## config.mk

```make
export PLATFORM = sky130hd
export DESIGN_NAME = vblank_update_arbiter_flat
export DESIGN_NICKNAME = d
export VERILOG_FILES = /design/src/rtl/vblank_update_arbiter_if.sv /design/src/rtl/vblank_update_arbiter.sv /design/src/flat_wrapper.sv
export SDC_FILE = /design/constraint.sdc
export NUM_CORES = 1
export LEC_CHECK = 0
export CAP_MARGIN = 20
export CORE_MARGIN = 5
export CORE_UTILIZATION = 40
export DETAILED_ROUTE_END_ITERATION = 10
export PLACE_DENSITY = 0.67
export SLEW_MARGIN = 20
export SYNTH_ARGS = -nofsm -noshare
export SYNTH_HDL_FRONTEND = slang
export SYNTH_SLANG_ARGS = --single-unit
```

## constraint.sdc

```tcl
create_clock -name vga_clock -period 12.4 [get_ports vga_clock]
set_clock_uncertainty 0.15 [all_clocks]
set_input_delay 1.86 -clock vga_clock [delete_from_list [all_inputs] [get_ports vga_clock]]
set_output_delay 1.86 -clock vga_clock [all_outputs]
set_load 0.02 [all_outputs]
```

## src/rtl/vblank_update_arbiter_if.sv

```systemverilog
// Requester-side write handshake for the display register bank.
// Requesters drive the master side; the arbiter answers with a one-hot grant.
interface vblank_update_arbiter_if #(
  parameter int N_REQ  = 4,
  parameter int ADDR_W = 3,
  parameter int DATA_W = 10
);
  logic [N_REQ-1:0]        req;
  logic [N_REQ*ADDR_W-1:0] req_addr;
  logic [N_REQ*DATA_W-1:0] req_data;
  logic [N_REQ-1:0]        gnt;

  modport master (output req, output req_addr, output req_data, input gnt);
  modport slave  (input req, input req_addr, input req_data, output gnt);
endinterface

```

## src/rtl/vblank_update_arbiter.sv

```systemverilog
// Round-robin write arbiter into a shadow register bank, opened only during vertical blanking;
// the shadow is copied to the active bank once per frame on the guard line before row 0.
module vblank_update_arbiter #(
  parameter int N_REQ     = 4,
  parameter int ADDR_W    = 3,
  parameter int DATA_W    = 10,
  parameter int V_VISIBLE = 480,
  parameter int V_TOTAL   = 525
) (
  input  logic                            vga_clock,
  input  logic                            vga_reset_n,
  input  logic [9:0]                      vga_row,
  input  logic [9:0]                      vga_col,
  vblank_update_arbiter_if.slave          bus,
  output logic [(2**ADDR_W)*DATA_W-1:0]   reg_active,
  output logic                            update_win,
  output logic                            commit_pulse,
  output logic [7:0]                      frame_writes
);

  localparam int         DEPTH     = 2**ADDR_W;
  localparam int         PTR_W     = (N_REQ > 1) ? $clog2(N_REQ) : 1;
  localparam logic [9:0] ROW_OPEN  = 10'(V_VISIBLE);
  localparam logic [9:0] ROW_GUARD = 10'(V_TOTAL - 1);

  typedef enum logic [1:0] {ACTIVE, UPDATE, COMMIT} state_t;

  state_t                     state_q;
  logic [PTR_W-1:0]           rr_ptr_q;
  logic [7:0]                 wr_cnt_q;
  logic [7:0]                 frame_writes_q;
  logic                       commit_pulse_q;
  logic                       update_win_q;
  logic [DATA_W-1:0]          shadow_q [DEPTH];
  logic [DEPTH*DATA_W-1:0]    active_q;

  logic [N_REQ-1:0]           gnt_d;
  logic [PTR_W-1:0]           sel_d;
  logic [PTR_W-1:0]           idx_d;
  logic                       found_d;
  logic [ADDR_W-1:0]          wr_addr_d;
  logic [DATA_W-1:0]          wr_data_d;

  function automatic logic [7:0] sat_inc(input logic [7:0] v);
    return (v == 8'hFF) ? v : v + 8'd1;
  endfunction

  // The guard row is excluded even while in UPDATE, so the shadow is frozen on the copy edge.
  always_comb begin
    gnt_d   = '0;
    sel_d   = '0;
    idx_d   = '0;
    found_d = 1'b0;
    if (state_q == UPDATE && vga_row != ROW_GUARD) begin
      for (int k = 1; k <= N_REQ; k++) begin
        idx_d = PTR_W'((int'(rr_ptr_q) + k) % N_REQ);
        if (!found_d && bus.req[idx_d]) begin
          found_d      = 1'b1;
          gnt_d[idx_d] = 1'b1;
          sel_d        = idx_d;
        end
      end
    end
    wr_addr_d = bus.req_addr[int'(sel_d)*ADDR_W +: ADDR_W];
    wr_data_d = bus.req_data[int'(sel_d)*DATA_W +: DATA_W];
  end

  // The bank copy happens on the edge leaving UPDATE; COMMIT is the one-cycle pulse slot.
  always_ff @(posedge vga_clock or negedge vga_reset_n) begin
    if (!vga_reset_n) begin
      state_q        <= ACTIVE;
      rr_ptr_q       <= PTR_W'(N_REQ - 1);
      wr_cnt_q       <= '0;
      frame_writes_q <= '0;
      commit_pulse_q <= 1'b0;
      update_win_q   <= 1'b0;
      active_q       <= '0;
      for (int k = 0; k < DEPTH; k++) shadow_q[k] <= '0;
    end else begin
      commit_pulse_q <= 1'b0;
      if (found_d) begin
        shadow_q[wr_addr_d] <= wr_data_d;
        rr_ptr_q            <= sel_d;
        wr_cnt_q            <= sat_inc(wr_cnt_q);
      end
      case (state_q)
        ACTIVE: begin
          if (vga_row == ROW_OPEN && vga_col == 10'd0) begin
            state_q      <= UPDATE;
            update_win_q <= 1'b1;
          end
        end
        UPDATE: begin
          if (vga_row == ROW_GUARD && vga_col == 10'd0) begin
            state_q        <= COMMIT;
            update_win_q   <= 1'b0;
            commit_pulse_q <= 1'b1;
            frame_writes_q <= wr_cnt_q;
            wr_cnt_q       <= '0;
            for (int k = 0; k < DEPTH; k++) active_q[k*DATA_W +: DATA_W] <= shadow_q[k];
          end
        end
        COMMIT:  state_q <= ACTIVE;
        default: state_q <= ACTIVE;
      endcase
    end
  end

  assign bus.gnt      = gnt_d;
  assign reg_active   = active_q;
  assign update_win   = update_win_q;
  assign commit_pulse = commit_pulse_q;
  assign frame_writes = frame_writes_q;

endmodule
```

## src/flat_wrapper.sv

```systemverilog
// flat-port wrapper written by rule: the top's interface ports become plain ports
module vblank_update_arbiter_flat 
#(
  parameter int N_REQ     = 4,
  parameter int ADDR_W    = 3,
  parameter int DATA_W    = 10,
  parameter int V_VISIBLE = 480,
  parameter int V_TOTAL   = 525
)
  (vga_clock, vga_reset_n, vga_row, vga_col, reg_active, update_win, commit_pulse, frame_writes, bus_req, bus_req_addr, bus_req_data, bus_gnt);
  vblank_update_arbiter_if #(.N_REQ(N_REQ), .ADDR_W(ADDR_W), .DATA_W(DATA_W)) bus_i ();
  input  logic vga_clock;
  input  logic vga_reset_n;
  input  logic [9:0] vga_row;
  input  logic [9:0] vga_col;
  output logic [(2**ADDR_W)*DATA_W-1:0] reg_active;
  output logic update_win;
  output logic commit_pulse;
  output logic [7:0] frame_writes;
  input wire logic [$bits(bus_i.req)-1:0] bus_req;
  input wire logic [$bits(bus_i.req_addr)-1:0] bus_req_addr;
  input wire logic [$bits(bus_i.req_data)-1:0] bus_req_data;
  output wire logic [$bits(bus_i.gnt)-1:0] bus_gnt;
  assign bus_i.req = bus_req;
  assign bus_i.req_addr = bus_req_addr;
  assign bus_i.req_data = bus_req_data;
  assign bus_gnt = bus_i.gnt;
  vblank_update_arbiter #(.N_REQ(N_REQ), .ADDR_W(ADDR_W), .DATA_W(DATA_W), .V_VISIBLE(V_VISIBLE), .V_TOTAL(V_TOTAL)) u_core (.vga_clock(vga_clock), .vga_reset_n(vga_reset_n), .vga_row(vga_row), .vga_col(vga_col), .bus(bus_i), .reg_active(reg_active), .update_win(update_win), .commit_pulse(commit_pulse), .frame_writes(frame_writes));
endmodule
```

# Word level (Yosys, flattened, before mapping)
# Cells that the tools add are included.
[op_classes]
n_addsub = 5
multipliers = 2
magnitude_cmp = 10
eq_ne = 7
shift = 2
muxes = 52
bitwise = 4
reduce_logical = 20
[op_table]
columns = ["cell", "count"]
rows = [
  ["80-bit bitwise mux", 1],
  ["40-bit by 32-bit indexed part select with 10-bit output", 1],
  ["4-bit two-way mux", 8],
  ["8-bit two-way mux", 4],
  ["12-bit by 32-bit indexed part select with 3-bit output", 1],
  ["10-bit demux with 3-bit select", 1],
  ["1-bit two-way mux", 20],
  ["2-bit two-way mux", 7],
  ["2-bit by 3-bit < comparator with 1-bit output (second input constant)", 4],
  ["4-bit OR", 3],
  ["1-bit logical AND", 11],
  ["10-bit == test (second input constant)", 1],
  ["10-bit by 9-bit == test with 1-bit output (second input constant)", 1],
  ["10-bit zero test", 1],
  ["10-bit two-way mux", 1],
  ["10-bit inequality test (second input constant)", 1],
  ["8-bit by 1-bit adder with 8-bit output (second input constant)", 1],
  ["1-bit binary-select mux with 2-bit select", 4],
  ["1-bit demux with 2-bit select", 4],
  ["8-bit == test (second input constant)", 1],
  ["2-bit by 1-bit >= comparator with 1-bit output (second input constant)", 4],
  ["2-bit by 3-bit multiplier with 5-bit output (second input constant)", 1],
  ["2-bit by 1-bit adder with 2-bit output (second input constant)", 2],
  ["2-bit adder (second input constant)", 2],
  ["14 further kinds", 17],
]
[totals]
regBits = 182
inputBits = 78
word_cells = 117

# Longest topological paths before layout
[depth]
ltp_word = 25
ltp_mapped = 14
ltp_nobuf = 10

# Worst setup path after synthesis
# Ideal clock, no wire load.
[synth_timing]
path_kind = "input-to-output"
startpoint = "in bus_req[1]"
endpoint = "out bus_gnt[0]"
arrival_ns = 3.428
required_time_ns = 10.390
slack_ns = 6.962
path_stages = 5
path_buffers = 0
cell_sequence = "mux4_2 -> or2_1 -> a2111oi_4 -> a221oi_1 -> nor2_1"
[synth_via]
elab_chain_cells = 16
word_cells_on_any_way = 31
[synth_lines]
columns = ["item", "line_no", "source"]
rows = [
  ["from (decl)", "flat_wrapper.sv:20", "input wire logic [$bits(bus_i.req)-1:0] bus_req;"],
  ["1-bit binary-select mux with 2-bit select", "vblank_update_arbiter.sv:57", "if (!found_d && bus.req[idx_d]) begin"],
  ["1-bit two-way mux (not written as such)", "vblank_update_arbiter.sv:57", ""],
  ["1-bit two-way mux", "vblank_update_arbiter.sv:57", ""],
  ["1-bit two-way mux", "vblank_update_arbiter.sv:54", "if (state_q == UPDATE && vga_row != ROW_GUARD) begin"],
  ["1-bit zero test", "vblank_update_arbiter.sv:57", ""],
  ["1-bit logical AND", "vblank_update_arbiter.sv:57", ""],
  ["1-bit two-way mux", "vblank_update_arbiter.sv:57", ""],
  ["1-bit two-way mux", "vblank_update_arbiter.sv:54", ""],
  ["1-bit zero test", "vblank_update_arbiter.sv:57", ""],
  ["1-bit logical AND", "vblank_update_arbiter.sv:57", ""],
  ["1-bit two-way mux", "vblank_update_arbiter.sv:57", ""],
  ["1-bit two-way mux", "vblank_update_arbiter.sv:54", ""],
  ["1-bit zero test", "vblank_update_arbiter.sv:57", ""],
  ["1-bit logical AND", "vblank_update_arbiter.sv:57", ""],
  ["4-bit two-way mux (*)", "vblank_update_arbiter.sv:57", ""],
  ["4-bit two-way mux (*)", "vblank_update_arbiter.sv:54", ""],
  ["to (decl)", "flat_wrapper.sv:23", "output wire logic [$bits(bus_i.gnt)-1:0] bus_gnt;"],
]
# Mark *: on every way between the ends. The rest lies on a longest branch, timed or not. The select of a mux whose other input is x is not followed.

# Worst setup path in the final report
[layout_timing]
startpoint = "in bus_req[1]"
endpoint = "out bus_gnt[1]"
# The elaborated chain is that of the path after synthesis.

==> flow_metrics.tcl <==
set metrics [dict create \
    period_needed_ns 6.594 \
    powerDensity_nw_per_um2 238.8 \
    drt-pass1-iter-count 5 \
    synthesis.nets 630 \
    fin_tns_setup_ns 0 \
    worstPathArrival_ns 4.58 \
    gp_congestion 0.7812 \
    top_usage_layer "met2" \
    syn_inst 543 \
    slowest_stage "clkdlybuf4s50_1" \
    final_nets 803 \
    htreeDepth 4 \
    ys_seq_area_frac 0.5810 \
    start_util 0.4043 \
    worst_pin_slew_ns 1.104 \
    cts_buffers 17 \
    drv_slew 0 \
    antenna_found_initial 0 \
    use_met1 0.2191 \
    cts_sinks 182 \
    met3_usage 0.04755 \
    path_max_fanout 8 \
    grt_pass1_wl_um 30100 \
    yosys_warnings 0 \
    rows 51 \
    cts.path.max_buffers 2 \
    critPathCaptureType "output port" \
    syn_to_final_growth_pct 33.26 \
    r2r_start "u_core.rr_ptr_q[0]" \
    netlist_area_sq_um 7843 \
    reg2reg_depth 9 \
    fp.dieArea_sq_um 22510 \
    crit_type "input pin to output port" \
    grt_use_total 0.1744 \
    core-area_sq_um 19400 \
    place_inst 962 \
    insertedDiodeCount 0 \
    cts_hold_buf 0 \
    ctsResizeCount 0 \
    fin_crit_sh 0.5318 \
    min-delay-start "u_core.shadow_q[60]" \
    grt_max_degree 113 \
    hold_path_depth 1 \
    rsz0062_at_grt "no" \
    synth.distinct_cells 46 \
    crit_path_max_incr_delay_ns 0.63 \
    hold_viol 0 \
    final_cell_count_no_fill 994 \
    post_cts_buffers 0 \
    ys.flop_type "dfrtp_1" \
    overflow 0 \
    clock_latency_ns 0.43 \
    ant_nets 0 \
    cp-start-kind "input pin" \
    wirelength_um 19170 \
    max_freq_ghz 0.1516 \
    dp_hpwl_um 13320 \
    nFillCells 1647 \
    min_to "u_core.reg_active[10]" \
    worstReg2RegEnd "u_core.shadow_q[1]" \
    critPathBufInv 2 \
    synth.avg_cell_area_sq_um 14.44 \
    status "finished clean" \
    drc 0 \
    synth-edff-count 0 \
    drive_above_1_share 0.3251 \
    r2r_slack_ns 7.02 \
    ys_seq_elements 182 \
    ir_drop_mv 0.1088 \
    cts.reportedPaths.clkPinSlew_ns 0.07 \
    cts_tree "done" \
    wl_per_cell_um 19.28 \
    power_leakage_nw 4.571 \
    die_h_um 150.0 \
    cp.required_ns 10.39 \
    path_common_cell "clkdlybuf4s50_1" \
    holdWs_ns 0.3493 \
    io_pins 172 \
    drv_cap 0 \
    num_vias 5072 \
    drt_iter0_drc 188 \
    grt_util_met2 0.2976 \
    cpLargestDelayFamily "buffers and inverters" \
    grt_pass1_vias 5506 \
    setup_viol 0 \
    via_per_inst 5.103 \
    cts-root-buf "clkbuf_16" \
    async_flop_share 1.000 \
    crit_chain "clkdlybuf4s50_1, mux4_2, or2_1, a2111oi_4, a221oi_1, nor2_1, clkdlybuf4s50_1" \
    slew_headroom 0.2639 \
    die_w_um 150.0 \
    hold_path.class "flip-flop to flip-flop" \
    port-buffer-count 171 \
]
==> where the power goes <==
group	internal, mW	leakage [nW]	switching (mW)	total (mW)
Clock	0.285	0.273	0.233	0.518
Sequential	0.763	2.31	0.100	0.863
Combinational	0.522	1.98	0.593	1.11
==> per-layer routing <==
layer / wire (um) / up-vias
met5: 0 / -
met2: 9753 / 114
met1: 8187 / 2617
met3: 924 / 21
li1: - / 2320
met4: 300 / 0
==> worst max-delay path by stage <==
stage,startpoint,end,slack [ns],depth (start not counted)
floorplan,bus_req[1],bus_gnt[0],6.96,5
global placement,bus_req[1],u_core.shadow_q[8],5.75,9
detailed placement,bus_req[1],u_core.shadow_q[2],5.52,9
CTS,bus_req[1],bus_gnt[1],5.83,7
global route,bus_req[1],bus_gnt[1],5.64,8
finish,bus_req[1],bus_gnt[1],5.81,7
==> registers in the layout, indices dropped and copies added, names as in the netlist <==
register             cells
u_core.frame_writes      8
u_core.update_win        1
u_core.wr_cnt_q          8
u_core.state_q           2
u_core.reg_active       80
u_core.rr_ptr_q          2
u_core.shadow_q         80
u_core.commit_pulse      1
==> cells in the final DEF, fill, tap and decap left out, types with 4 or more instances in the layout <==
cell type,Yosys,routed
inv_1,5,5
a221oi_1,5,5
clkdlybuf4s50_1,0,170
buf_4,0,8
dfrtp_1,180,180
o21ai_0,5,5
nor2_1,31,31
nand4_1,4,4
nor3_1,7,6
a22oi_1,4,4
mux2i_1,19,19
a21oi_1,12,9
nand2_1,7,7
mux2_2,180,180
ha_1,9,9
clkbuf_16,0,17
==> per-stage QoR <==
step	total power, mW	cell area (sq um)	worst slack (ns)	utilization
detailed placement	1.998	9871	5.523	0.5088
floorplan	1.626	7843	6.962	-
global route	2.646	10450	5.645	0.5388
finish	2.496	10450	5.806	0.5388
global placement	1.934	9848	5.746	0.5077
CTS	2.521	10440	5.825	0.5380
==> cells in the mapped netlist (2+ instances only) <==
cell type | count | area [sq um]
dfrtp_1 | 180 | 4504
mux2_2 | 180 | 2027
nor2_1 | 31 | 116.4
mux2i_1 | 19 | 190.2
clkbuf_1 | 13 | 48.80
a21oi_1 | 12 | 60.06
buf_2 | 11 | 55.05
ha_1 | 9 | 112.6
nand2_1 | 7 | 26.28
nor3_1 | 7 | 35.03
a221oi_1 | 5 | 43.79
inv_1 | 5 | 18.77
o21ai_0 | 5 | 25.02
a22oi_1 | 4 | 30.03
nand4_1 | 4 | 25.02
nor4b_1 | 4 | 35.03
and3_1 | 3 | 18.77
mux4_2 | 3 | 67.56
nand3_1 | 3 | 15.01
nor4_1 | 3 | 18.77
xnor2_1 | 3 | 26.28
xor2_1 | 3 | 26.28
a31oi_1 | 2 | 12.51
and4b_1 | 2 | 20.02
dfstp_2 | 2 | 52.55
nor2b_1 | 2 | 12.51
o21a_1 | 2 | 15.01
==> logic make-up after synthesis <==
group	synth area share
fa+ha+maj	0.01436
compound gates	0.03382
flops	0.5810
mux	0.2945
simple gates	0.05345
buf+inv	0.01611
xor+xnor	0.006702
==> worst register-to-register path: cells and delay by family, from the launching register on <==
kind | cells | cell delay (ns)
compound gates | 2 | 1.20
fa+ha+maj | 1 | 0.47
buf+inv | 1 | 0.21
flops | 1 | 0.73
mux | 3 | 1.55
simple gates | 2 | 0.96
==> final cells by class <==
type                       count  area (sq um)  share of cell area
sequential                   182          4557              0.4360
multi-input combinational    331          3203              0.3065
clock buffer                  20         446.7             0.04274
tap                          265         331.6             0.03173
clock inverter                12         118.9             0.01137
inverter                       5         18.77            0.001796
timing repair buffer         179          1775              0.1699
Power figures use the tool's default switching activity.
